--- src/rtl/chua_run_ctrl.sv ---
// chua_run_ctrl: run controller for the fixed-point Chua iterator.
// Seeds the datapath, issues burn-in steps, then decimated steps with one
// captured sample per period, streamed out over valid/ready. The datapath is
// frozen (no dp_step) while a sample waits for the consumer.
//
// Ports:
//   clk, rst            clock, synchronous active-high reset
//   start, abort        run request (IDLE only) / cancel current run
//   num_samples, burn_in, decim, seed_x/y/z   run parameters, latched at start
//   dp_load, dp_seed_*  one-cycle seed load strobe and latched seeds
//   dp_step             datapath advance enable
//   dp_x/y/z            current datapath state
//   out_valid/ready, out_x/y/z, out_last      sample stream
//   busy, done, err     status
//
// Build option: CHUA_CTRL_OVF_GUARD_EN enables the overflow guard that ends
// the run with err=1 when dp_x leaves the representable range.
module chua_run_ctrl #(
  parameter int unsigned N     = 31,
  parameter int unsigned CNT_W = 16
) (
  input  logic             clk,
  input  logic             rst,
  input  logic             start,
  input  logic             abort,
  input  logic [CNT_W-1:0] num_samples,
  input  logic [CNT_W-1:0] burn_in,
  input  logic [3:0]       decim,
  input  logic [N+3:0]     seed_x,
  input  logic [N+1:0]     seed_y,
  input  logic [N+3:0]     seed_z,
  output logic             dp_load,
  output logic [N+3:0]     dp_seed_x,
  output logic [N+1:0]     dp_seed_y,
  output logic [N+3:0]     dp_seed_z,
  output logic             dp_step,
  input  logic [N+3:0]     dp_x,
  input  logic [N+1:0]     dp_y,
  input  logic [N+3:0]     dp_z,
  output logic             out_valid,
  input  logic             out_ready,
  output logic [N+3:0]     out_x,
  output logic [N+1:0]     out_y,
  output logic [N+3:0]     out_z,
  output logic             out_last,
  output logic             busy,
  output logic             done,
  output logic             err
);

  localparam logic [CNT_W-1:0] CNT_ONE = CNT_W'(1);

  typedef enum logic [2:0] {
    S_IDLE, S_LOAD, S_BURN, S_RUN, S_CAP, S_OUT, S_DONE
  } state_e;

  state_e state_q, state_d;

  logic [CNT_W-1:0] num_q, num_d, burn_q, burn_d;
  logic [3:0]       decim_q, decim_d, dec_cnt_q, dec_cnt_d;
  logic [CNT_W-1:0] burn_cnt_q, burn_cnt_d, smp_cnt_q, smp_cnt_d;
  logic [N+3:0]     seed_x_q, seed_x_d, seed_z_q, seed_z_d;
  logic [N+1:0]     seed_y_q, seed_y_d;

  logic             dp_load_q, dp_load_d, dp_step_q, dp_step_d;
  logic             out_valid_q, out_valid_d, out_last_q, out_last_d;
  logic [N+3:0]     out_x_q, out_x_d, out_z_q, out_z_d;
  logic [N+1:0]     out_y_q, out_y_d;
  logic             busy_q, busy_d, done_q, done_d;

  // Range check: the two top bits of x disagree once the state overflows.
  logic ovf_c;
`ifdef CHUA_CTRL_OVF_GUARD_EN
  logic err_q, err_d;
  assign ovf_c = dp_x[N+3] != dp_x[N+2];
  assign err   = err_q;
`else
  assign ovf_c = 1'b0;
  assign err   = 1'b0;
`endif

  // State and datapath registers.
  always_ff @(posedge clk) begin
    if (rst) begin
      state_q     <= S_IDLE;
      num_q       <= '0;
      burn_q      <= '0;
      decim_q     <= '0;
      dec_cnt_q   <= '0;
      burn_cnt_q  <= '0;
      smp_cnt_q   <= '0;
      seed_x_q    <= '0;
      seed_y_q    <= '0;
      seed_z_q    <= '0;
      dp_load_q   <= 1'b0;
      dp_step_q   <= 1'b0;
      out_valid_q <= 1'b0;
      out_last_q  <= 1'b0;
      out_x_q     <= '0;
      out_y_q     <= '0;
      out_z_q     <= '0;
      busy_q      <= 1'b0;
      done_q      <= 1'b0;
`ifdef CHUA_CTRL_OVF_GUARD_EN
      err_q       <= 1'b0;
`endif
    end else begin
      state_q     <= state_d;
      num_q       <= num_d;
      burn_q      <= burn_d;
      decim_q     <= decim_d;
      dec_cnt_q   <= dec_cnt_d;
      burn_cnt_q  <= burn_cnt_d;
      smp_cnt_q   <= smp_cnt_d;
      seed_x_q    <= seed_x_d;
      seed_y_q    <= seed_y_d;
      seed_z_q    <= seed_z_d;
      dp_load_q   <= dp_load_d;
      dp_step_q   <= dp_step_d;
      out_valid_q <= out_valid_d;
      out_last_q  <= out_last_d;
      out_x_q     <= out_x_d;
      out_y_q     <= out_y_d;
      out_z_q     <= out_z_d;
      busy_q      <= busy_d;
      done_q      <= done_d;
`ifdef CHUA_CTRL_OVF_GUARD_EN
      err_q       <= err_d;
`endif
    end
  end

  // Next state, parameter latches and run counters.
  always_comb begin
    state_d    = state_q;
    num_d      = num_q;
    burn_d     = burn_q;
    decim_d    = decim_q;
    dec_cnt_d  = dec_cnt_q;
    burn_cnt_d = burn_cnt_q;
    smp_cnt_d  = smp_cnt_q;
    seed_x_d   = seed_x_q;
    seed_y_d   = seed_y_q;
    seed_z_d   = seed_z_q;
    unique case (state_q)
      S_IDLE: begin
        if (start) begin
          num_d      = num_samples;
          burn_d     = burn_in;
          decim_d    = (decim == 4'd0) ? 4'd1 : decim;
          seed_x_d   = seed_x;
          seed_y_d   = seed_y;
          seed_z_d   = seed_z;
          dec_cnt_d  = '0;
          burn_cnt_d = '0;
          smp_cnt_d  = '0;
          state_d    = (num_samples == '0) ? S_DONE : S_LOAD;
        end
      end
      S_LOAD: state_d = (burn_q != '0) ? S_BURN : S_RUN;
      S_BURN: begin
        if (ovf_c) begin
          state_d = S_DONE;
        end else if (burn_cnt_q == burn_q - CNT_ONE) begin
          state_d = S_RUN;
        end else begin
          burn_cnt_d = burn_cnt_q + CNT_ONE;
        end
      end
      S_RUN: begin
        if (ovf_c) begin
          state_d = S_DONE;
        end else if (dec_cnt_q == decim_q - 4'd1) begin
          dec_cnt_d = '0;
          state_d   = S_CAP;
        end else begin
          dec_cnt_d = dec_cnt_q + 4'd1;
        end
      end
      S_CAP: state_d = ovf_c ? S_DONE : S_OUT;
      S_OUT: begin
        if (out_ready) begin
          smp_cnt_d = smp_cnt_q + CNT_ONE;
          state_d   = out_last_q ? S_DONE : S_RUN;
        end
      end
      S_DONE: state_d = S_IDLE;
      default: state_d = S_IDLE;
    endcase
    // Abort outranks every other transition, including the handshake.
    if (abort && (state_q != S_IDLE)) begin
      state_d = S_IDLE;
    end
  end

  // Registered outputs, decoded from the next state so they align with it.
  always_comb begin
    dp_load_d   = (state_d == S_LOAD);
    dp_step_d   = (state_d == S_BURN) || (state_d == S_RUN);
    out_valid_d = (state_d == S_OUT);
    busy_d      = (state_d != S_IDLE);
    done_d      = (state_d == S_DONE);
    out_last_d  = out_last_q;
    out_x_d     = out_x_q;
    out_y_d     = out_y_q;
    out_z_d     = out_z_q;
    if ((state_q == S_CAP) && (state_d == S_OUT)) begin
      out_x_d    = dp_x;
      out_y_d    = dp_y;
      out_z_d    = dp_z;
      out_last_d = (smp_cnt_q == num_q - CNT_ONE);
    end
`ifdef CHUA_CTRL_OVF_GUARD_EN
    err_d = err_q;
    if ((state_q == S_IDLE) && start) begin
      err_d = 1'b0;
    end
    // Only the guard moves a stepping state straight to DONE.
    if (((state_q == S_BURN) || (state_q == S_RUN) || (state_q == S_CAP)) &&
        (state_d == S_DONE)) begin
      err_d = 1'b1;
    end
`endif
  end

  assign dp_load   = dp_load_q;
  assign dp_step   = dp_step_q;
  assign dp_seed_x = seed_x_q;
  assign dp_seed_y = seed_y_q;
  assign dp_seed_z = seed_z_q;
  assign out_valid = out_valid_q;
  assign out_last  = out_last_q;
  assign out_x     = out_x_q;
  assign out_y     = out_y_q;
  assign out_z     = out_z_q;
  assign busy      = busy_q;
  assign done      = done_q;

endmodule
--- config.mk ---
export PLATFORM = sky130hd
export DESIGN_NAME = chua_run_ctrl
export DESIGN_NICKNAME = d
export VERILOG_FILES = /design/src/rtl/chua_run_ctrl.sv
export SDC_FILE = /design/constraint.sdc
export NUM_CORES = 1
export LEC_CHECK = 0
export BUFFER_PORTS_ARGS = -buffer_cell sky130_fd_sc_hd__buf_2
export CORE_AREA = 2 2 181 183
export DETAILED_ROUTE_END_ITERATION = 16
export DIE_AREA = 0 0 183 185
export PLACE_DENSITY = 0.6
export SLEW_MARGIN = 5
export SYNTH_ARGS = -nofsm -noshare
export SYNTH_HDL_FRONTEND = slang
export SYNTH_SLANG_ARGS = --single-unit
--- constraint.sdc ---
create_clock -name clk -period 8.7 [get_ports clk]
set_input_delay 0 -clock clk [delete_from_list [all_inputs] [get_ports clk]]
set_output_delay 0 -clock clk [all_outputs]
set_load 0.05 [all_outputs]
==> results.cfg, run 1 <==
[run_status]
outcome = finished clean

[yosys]
synth_edf_count = 0
synth_ff_type = dfxtp_1
yosysWarningCount = 0
synth_nets = 1738
ys_seq_area_frac = 0.499
synthDistinctLibCells = 54
ys_ff_latch = 287
syn_avg_cell_area_um2 = 7.76
synthCells = 1485
async_flop_share = 0
syn_area_um2 = 11500

[critical_path]
crit_path_start_kind = flip-flop
r2r-start = burn_q[6]
cpPeakStageDelay_ns = 0.83
reg2reg_depth = 8
crit_chain = or4_4, or4_4, o31a_1, a211o_1, nor4_2, and4_1, or4_1, a21oi_1
worst_setup_path_end_kind = flip-flop
critPathLaunch = burn_q[6]
worstPathArrival_ns = 3.84
cpMostUsedCell = or4_4
endpoint = burn_cnt_q[12]
required_ns = 9.06
cp_max_fo = 25
rrSetupSlack_ns = 5.22
r2r_end = burn_cnt_q[12]
crit_path_top_delay_cell = and4_1
crit_type = flip-flop to flip-flop

[detailed_routing]
drt-initial-drc-count = 615
wirelength_um = 40700
dr_wl_met2_um = 20100
first_pass_iters = 5
vias_per_cell = 4.89
vias = 12560
drc_errors = 0
wl_met1_um = 16500
ant_nets = 0
wl_met3_um = 2830
top_layer = met4
wire_per_inst_um = 15.9

[layout]
fill_cells = 2976
fin_util = 0.549
syn_to_final_growth_pct = 52.7
seq_area_um2 = 5750
stdcell_area_um2 = 17600
multiInputGateArea_um2 = 5310
layout.nets = 2385
drive_above_1_share = 0.247

[clock_tree]
cts_tree = yes
path_clk_slew_ns = 0.06
cts-root-buf = clkbuf_16
cts_setup_buffers = 0
cts.sinks = 287
cts_buffers = 34
htree_levels = 2
clock_path_buffers = 3
clock_latency_ns = 0.50
post_cts_resized = 0

[sta]
slew_viol_final = 0
slew_headroom = 0.251
clock.fmax_ghz = 0.287
hold_viol = 0
finalCritPeriodShare = 0.401
tns_ns = 0
finClkSkew_ns = 0.00857
tightest_slew_ns = 1.12
rsz0062_at_grt = no
setup_viol = 0
layout_min_cycle_time_ns = 3.48

[run]
drv_cap = 0

[die]
rows = 66
die_h_um = 185
initial_core_util = 0.360
boundaryPins = 460
die_x_um = 183
core_um2 = 32000
die_area_um2 = 33900

[placed_design]
place.gp.congestion = 0.841
port_buffers = 458
placed_cell_area_um2 = 14000
place_hpwl_um = 26600

[grt]
grt_pass1_wl_um = 61600
grt.total_usage = 0.224
antenna_found_initial = 1
grt_remaining_overflow = 0
grt_max_degree = 103
grt_pass1_vias = 12062

[power_and_ir_drop]
pwr_density_cell_nw_per_um2 = 199
p_leak_nw = 7.60
vdd_drop_max_v = 0.000177

[hold_path]
hp-class = input pin to flip-flop
layout make-up:
class / instances / share of cell area
Antenna cell: 3 / 0.000427
Tap cell: 408 / 0.0290
Clock buffer: 44 / 0.0528
Sequential cell: 287 / 0.327
Clock inverter: 15 / 0.0116
Inverter: 16 / 0.00341
Timing Repair Buffer: 712 / 0.274
Multi-Input combinational cell: 1081 / 0.302
sequential cells by signal (all words and copies together) (netlist names):
register / cells
dp_step: 1
out_last: 1
out_z: 35
decim_q: 4
dp_seed_y: 33
out_x: 35
done: 1
dp_seed_z: 35
out_valid: 1
dp_seed_x: 35
dec_cnt_q: 4
busy: 1
num_q: 16
burn_cnt_q: 16
dp_load: 1
out_y: 33
burn_q: 16
state_q: 3
smp_cnt_q: 16
Yosys cell counts, types with 5 or more instances:
cell | n | area share
and3_1 | 5 | 0.0027
mux2i_1 | 7 | 0.0061
nor3_1 | 16 | 0.0070
clkbuf_1 | 93 | 0.030
or4_1 | 6 | 0.0039
o21ai_0 | 11 | 0.0048
nand3b_1 | 7 | 0.0046
a21oi_1 | 264 | 0.11
nor2_1 | 50 | 0.016
nor4_1 | 9 | 0.0049
inv_1 | 16 | 0.0052
ha_1 | 6 | 0.0065
xor2_1 | 26 | 0.020
dfxtp_1 | 287 | 0.50
nand3_1 | 16 | 0.0070
nand2_1 | 518 | 0.17
xnor2_1 | 31 | 0.024
or3_1 | 18 | 0.0098
o21ai_1 | 6 | 0.0026
and2_1 | 5 | 0.0027
nand4_1 | 15 | 0.0081
cell families (layout without fill, tap and decap cells):
logic type,after synthesis,count (layout),synth area share
other,1,4,0.000325
XOR/XNOR,57,57,0.0433
multiplexers,7,7,0.00608
AO/OA/AOI/OAI,317,317,0.147
adder cells (fa/ha/maj),6,6,0.00652
flip-flops,287,287,0.499
buffers and inverters,117,787,0.0413
AND/OR/NAND/NOR,693,693,0.257
layout by cell type (no fill, tap or decap), types with 5 or more instances in the layout:
master,count
nand2_1,518
buf_2,457
dfxtp_1,287
a21oi_1,264
dlygate4sd3_1,245
nor2_1,50
clkbuf_16,35
xnor2_1,31
xor2_1,26
or3_1,18
inv_1,16
nor3_1,16
nand3_1,16
nand4_1,15
o21ai_0,11
nor4_1,9
clkinv_2,9
buf_4,9
nand3b_1,7
mux2i_1,7
clkbuf_1,7
or4_1,6
o21ai_1,6
ha_1,6
and3_1,5
and2_1,5
bufinv_16,5
worst min path at each step:
stage | from | to | depth (start not counted)
after floorplan | burn_in[11] | burn_q[11] | 2
after global placement | seed_y[1] | dp_seed_y[1] | 3
after detailed placement | seed_x[3] | dp_seed_x[3] | 3
after CTS | start | burn_cnt_q[1] | 4
after global routing | start | burn_cnt_q[1] | 4
final | rst | burn_q[4] | 2
per-stage QoR:
stage	setup WS (ns)	hold WS (ns)	power, mW	instances
CTS	5.27	0.00295	3.53	2563
floorplan	5.88	0.136	1.82	1485
finish	5.22	0.0280	3.51	2566
detailed placement	5.27	0.247	1.98	2259
global route	5.04	0.0420	3.65	2564
global placement	5.33	0.239	1.98	2259
where the power goes:
| part | total (mW) | switching, mW | internal [mW] |
|---|---|---|---|
| logic | 0.632 | 0.392 | 0.240 |
| registers | 1.42 | 0.0434 | 1.37 |
| clock network | 1.46 | 0.557 | 0.902 |
critical path, delay by kind of cell, from the launching register on:
kind	cells	cell delay [ns]
and+or+nand+nor	5	2.39
AOI/OAI and AO/OA	3	0.59
DFF	1	0.36
per-layer routing:
metal / vias to the layer above / GRT usage
met5: - / 0
li1: 6221 / -
met4: 0 / 0.0816
met2: 410 / 0.386
met3: 100 / 0.0610
met1: 5829 / 0.268
what timing repair did:
action | 4_1_cts | 5_1_grt
hold buffers | 245 | 0
hold endpoints to repair | 246 | 0
endpoints found under the setup margin | 0 | 0
Note: power is estimated with default switching activity, not from simulation.
==> run 2: changes to the inputs <==
CORE_AREA = 2 2 180 182   (was 2 2 181 183)
DIE_AREA = 0 0 182 184   (was 0 0 183 185)
PLACE_DENSITY = 0.63   (was 0.6)
clock period = 2.8 ns   (was 8.7 ns; I/O delays follow)
==> run 2 against run 1 <==
  * The flow now finishes with violations (setup timing)
  * Non-clock buffer count rose by 19
  * Global-route usage rose by 1.6 points
  * Via count rose by 2.7%
  * Register-to-register slack got worse by 5.4 ns
  * Critical path type unchanged
  * Critical endpoint unchanged
  * Largest cell class unchanged
==> results.cfg, run 2 (synthesized netlist as in run 1, its figures left out) <==
[critical_path]
crit_chain = or4_4, or4_4, nor4_4, a211o_1, nor4_4, and4_4, buf_12, or4_1, a21oi_2
crit_path_top_delay_cell = or4_4
critPathTopFamily = simple AND/OR/NAND/NOR gates
required_ns = 3.22
cp_max_fo = 13
r2r-start = burn_q[9]
crit_type = flip-flop to flip-flop
crit_path_start_kind = flip-flop
cpPeakStageDelay_ns = 0.58
worst_setup_path_end_kind = flip-flop
worstPathArrival_ns = 3.36
critPathLaunch = burn_q[9]
critPathBufInv = 1

[clock_tree]
cts_tree = yes
clock_latency_ns = 0.50
cts-root-buf = clkbuf_16
htree_levels = 2
path_clk_slew_ns = 0.06
cts.sinks = 287
clock_path_buffers = 3
cts_buffers = 34

[layout]
fill_cells = 2787
drive_above_1_share = 0.256
layout.nets = 2404
seq_area_um2 = 5750
final_cell_mix = nand2_1 (518), buf_2 (457), dfxtp_1 (286), a21oi_1 (261), dlygate4sd3_1 (244)
multiInputGateArea_um2 = 5360
fin_util = 0.566
final_common_cell = nand2_1
syn_to_final_growth_pct = 54.1
final_cell_count_no_fill = 2574
stdcell_area_um2 = 17800

[hold_path]
hp-class = input pin to flip-flop
min_from = rst

[placed_design]
port_buffers = 458
placed_cell_area_um2 = 14200
place.gp.congestion = 0.864
place_inst = 2271
place_hpwl_um = 27100
pre_cts_slack_ns = -0.114

[sta]
setup_viol = 18
rsz0062_at_grt = yes
worst_slack_ns = -0.141
slew_viol_final = 0
hold_ws_ns = 0.0361
hold_viol = 0
slew_headroom = 0.338
tns_ns = -1.16
layout_min_cycle_time_ns = 2.94
clock.fmax_ghz = 0.340
tightest_slew_ns = 0.992
finalCritPeriodShare = 1.05
finClkSkew_ns = 0.0133

[power_and_ir_drop]
p_leak_nw = 7.68
pwr_density_cell_nw_per_um2 = 599
p_total_mw = 10.6
vdd_drop_max_v = 0.000496

[run_status]
violations = setup timing
outcome = finished with violations

[detailed_routing]
vias_per_cell = 5.01
ant_nets = 0
wirelength_um = 42500
drt-initial-drc-count = 804
top_layer = met4
first_pass_iters = 5
wire_per_inst_um = 16.5
dr_wl_met2_um = 21200
wl_met3_um = 3240
wl_met1_um = 16100
vias = 12904
drc_errors = 0

[die]
die_area_um2 = 33500
die_x_um = 182
initial_core_util = 0.367
rows = 65
die_h_um = 184
core_um2 = 31400
boundaryPins = 460

[grt]
grt_pass1_wl_um = 65600
grt.total_usage = 0.241
grt_remaining_overflow = 0
antenna_found_initial = 4
grt_max_degree = 120
grt_pass1_vias = 12930

[run]
drv_cap = 0
[run 2: changes by cell type in the layout (fill, tap and decap cells not counted), sizes merged]
cell	delta
dlygate4sd3	-1
buf	+19
bufinv	-3
clkinvlp	+1
diode	+2
clkbuf	+1
clkinv	-5
[run 2: worst paths after layout]
| check | endpoint | slack (ns) | cells past startpoint |
|---|---|---|---|
| worst max register to register | burn_cnt_q[12] | -0.14 | 9 |
| worst min register to register | dp_seed_x[14] | 0.45 | 2 |
| worst min-delay path | smp_cnt_q[1] | 0.04 | 2 |
| worst max-delay path | burn_cnt_q[12] | -0.14 | 9 |
[run 2: power by group]
group / switching (mW) / total (mW) / internal (mW)
Clock: 1.69 / 4.19 / 2.50
Combinational: 1.26 / 2.06 / 0.800
Sequential: 0.128 / 4.39 / 4.26
[run 2: repair_timing]
item	CTS	global route
endpoints found under the hold margin	246	0
setup endpoints to repair	16	19
hold buffers	244	0
pin swaps	0	10
resized for setup	1	11
cloned	0	1
setup buffers	0	1
[run 2: cell type report]
type / instances / area share
clock buffers: 44 / 0.0524
multi-input cells: 1081 / 0.302
inverters: 16 / 0.00338
clock inverters: 8 / 0.00543
flip-flops and latches: 287 / 0.324
diodes: 5 / 0.000705
well taps: 402 / 0.0283
repair buffers: 731 / 0.284
[run 2: layer usage]
metal | GRT usage | up-vias
met3 | 0.0683 | 152
met4 | 0.114 | 0
met5 | 0 | -
met2 | 0.419 | 498
li1 | - | 6262
met1 | 0.272 | 5992
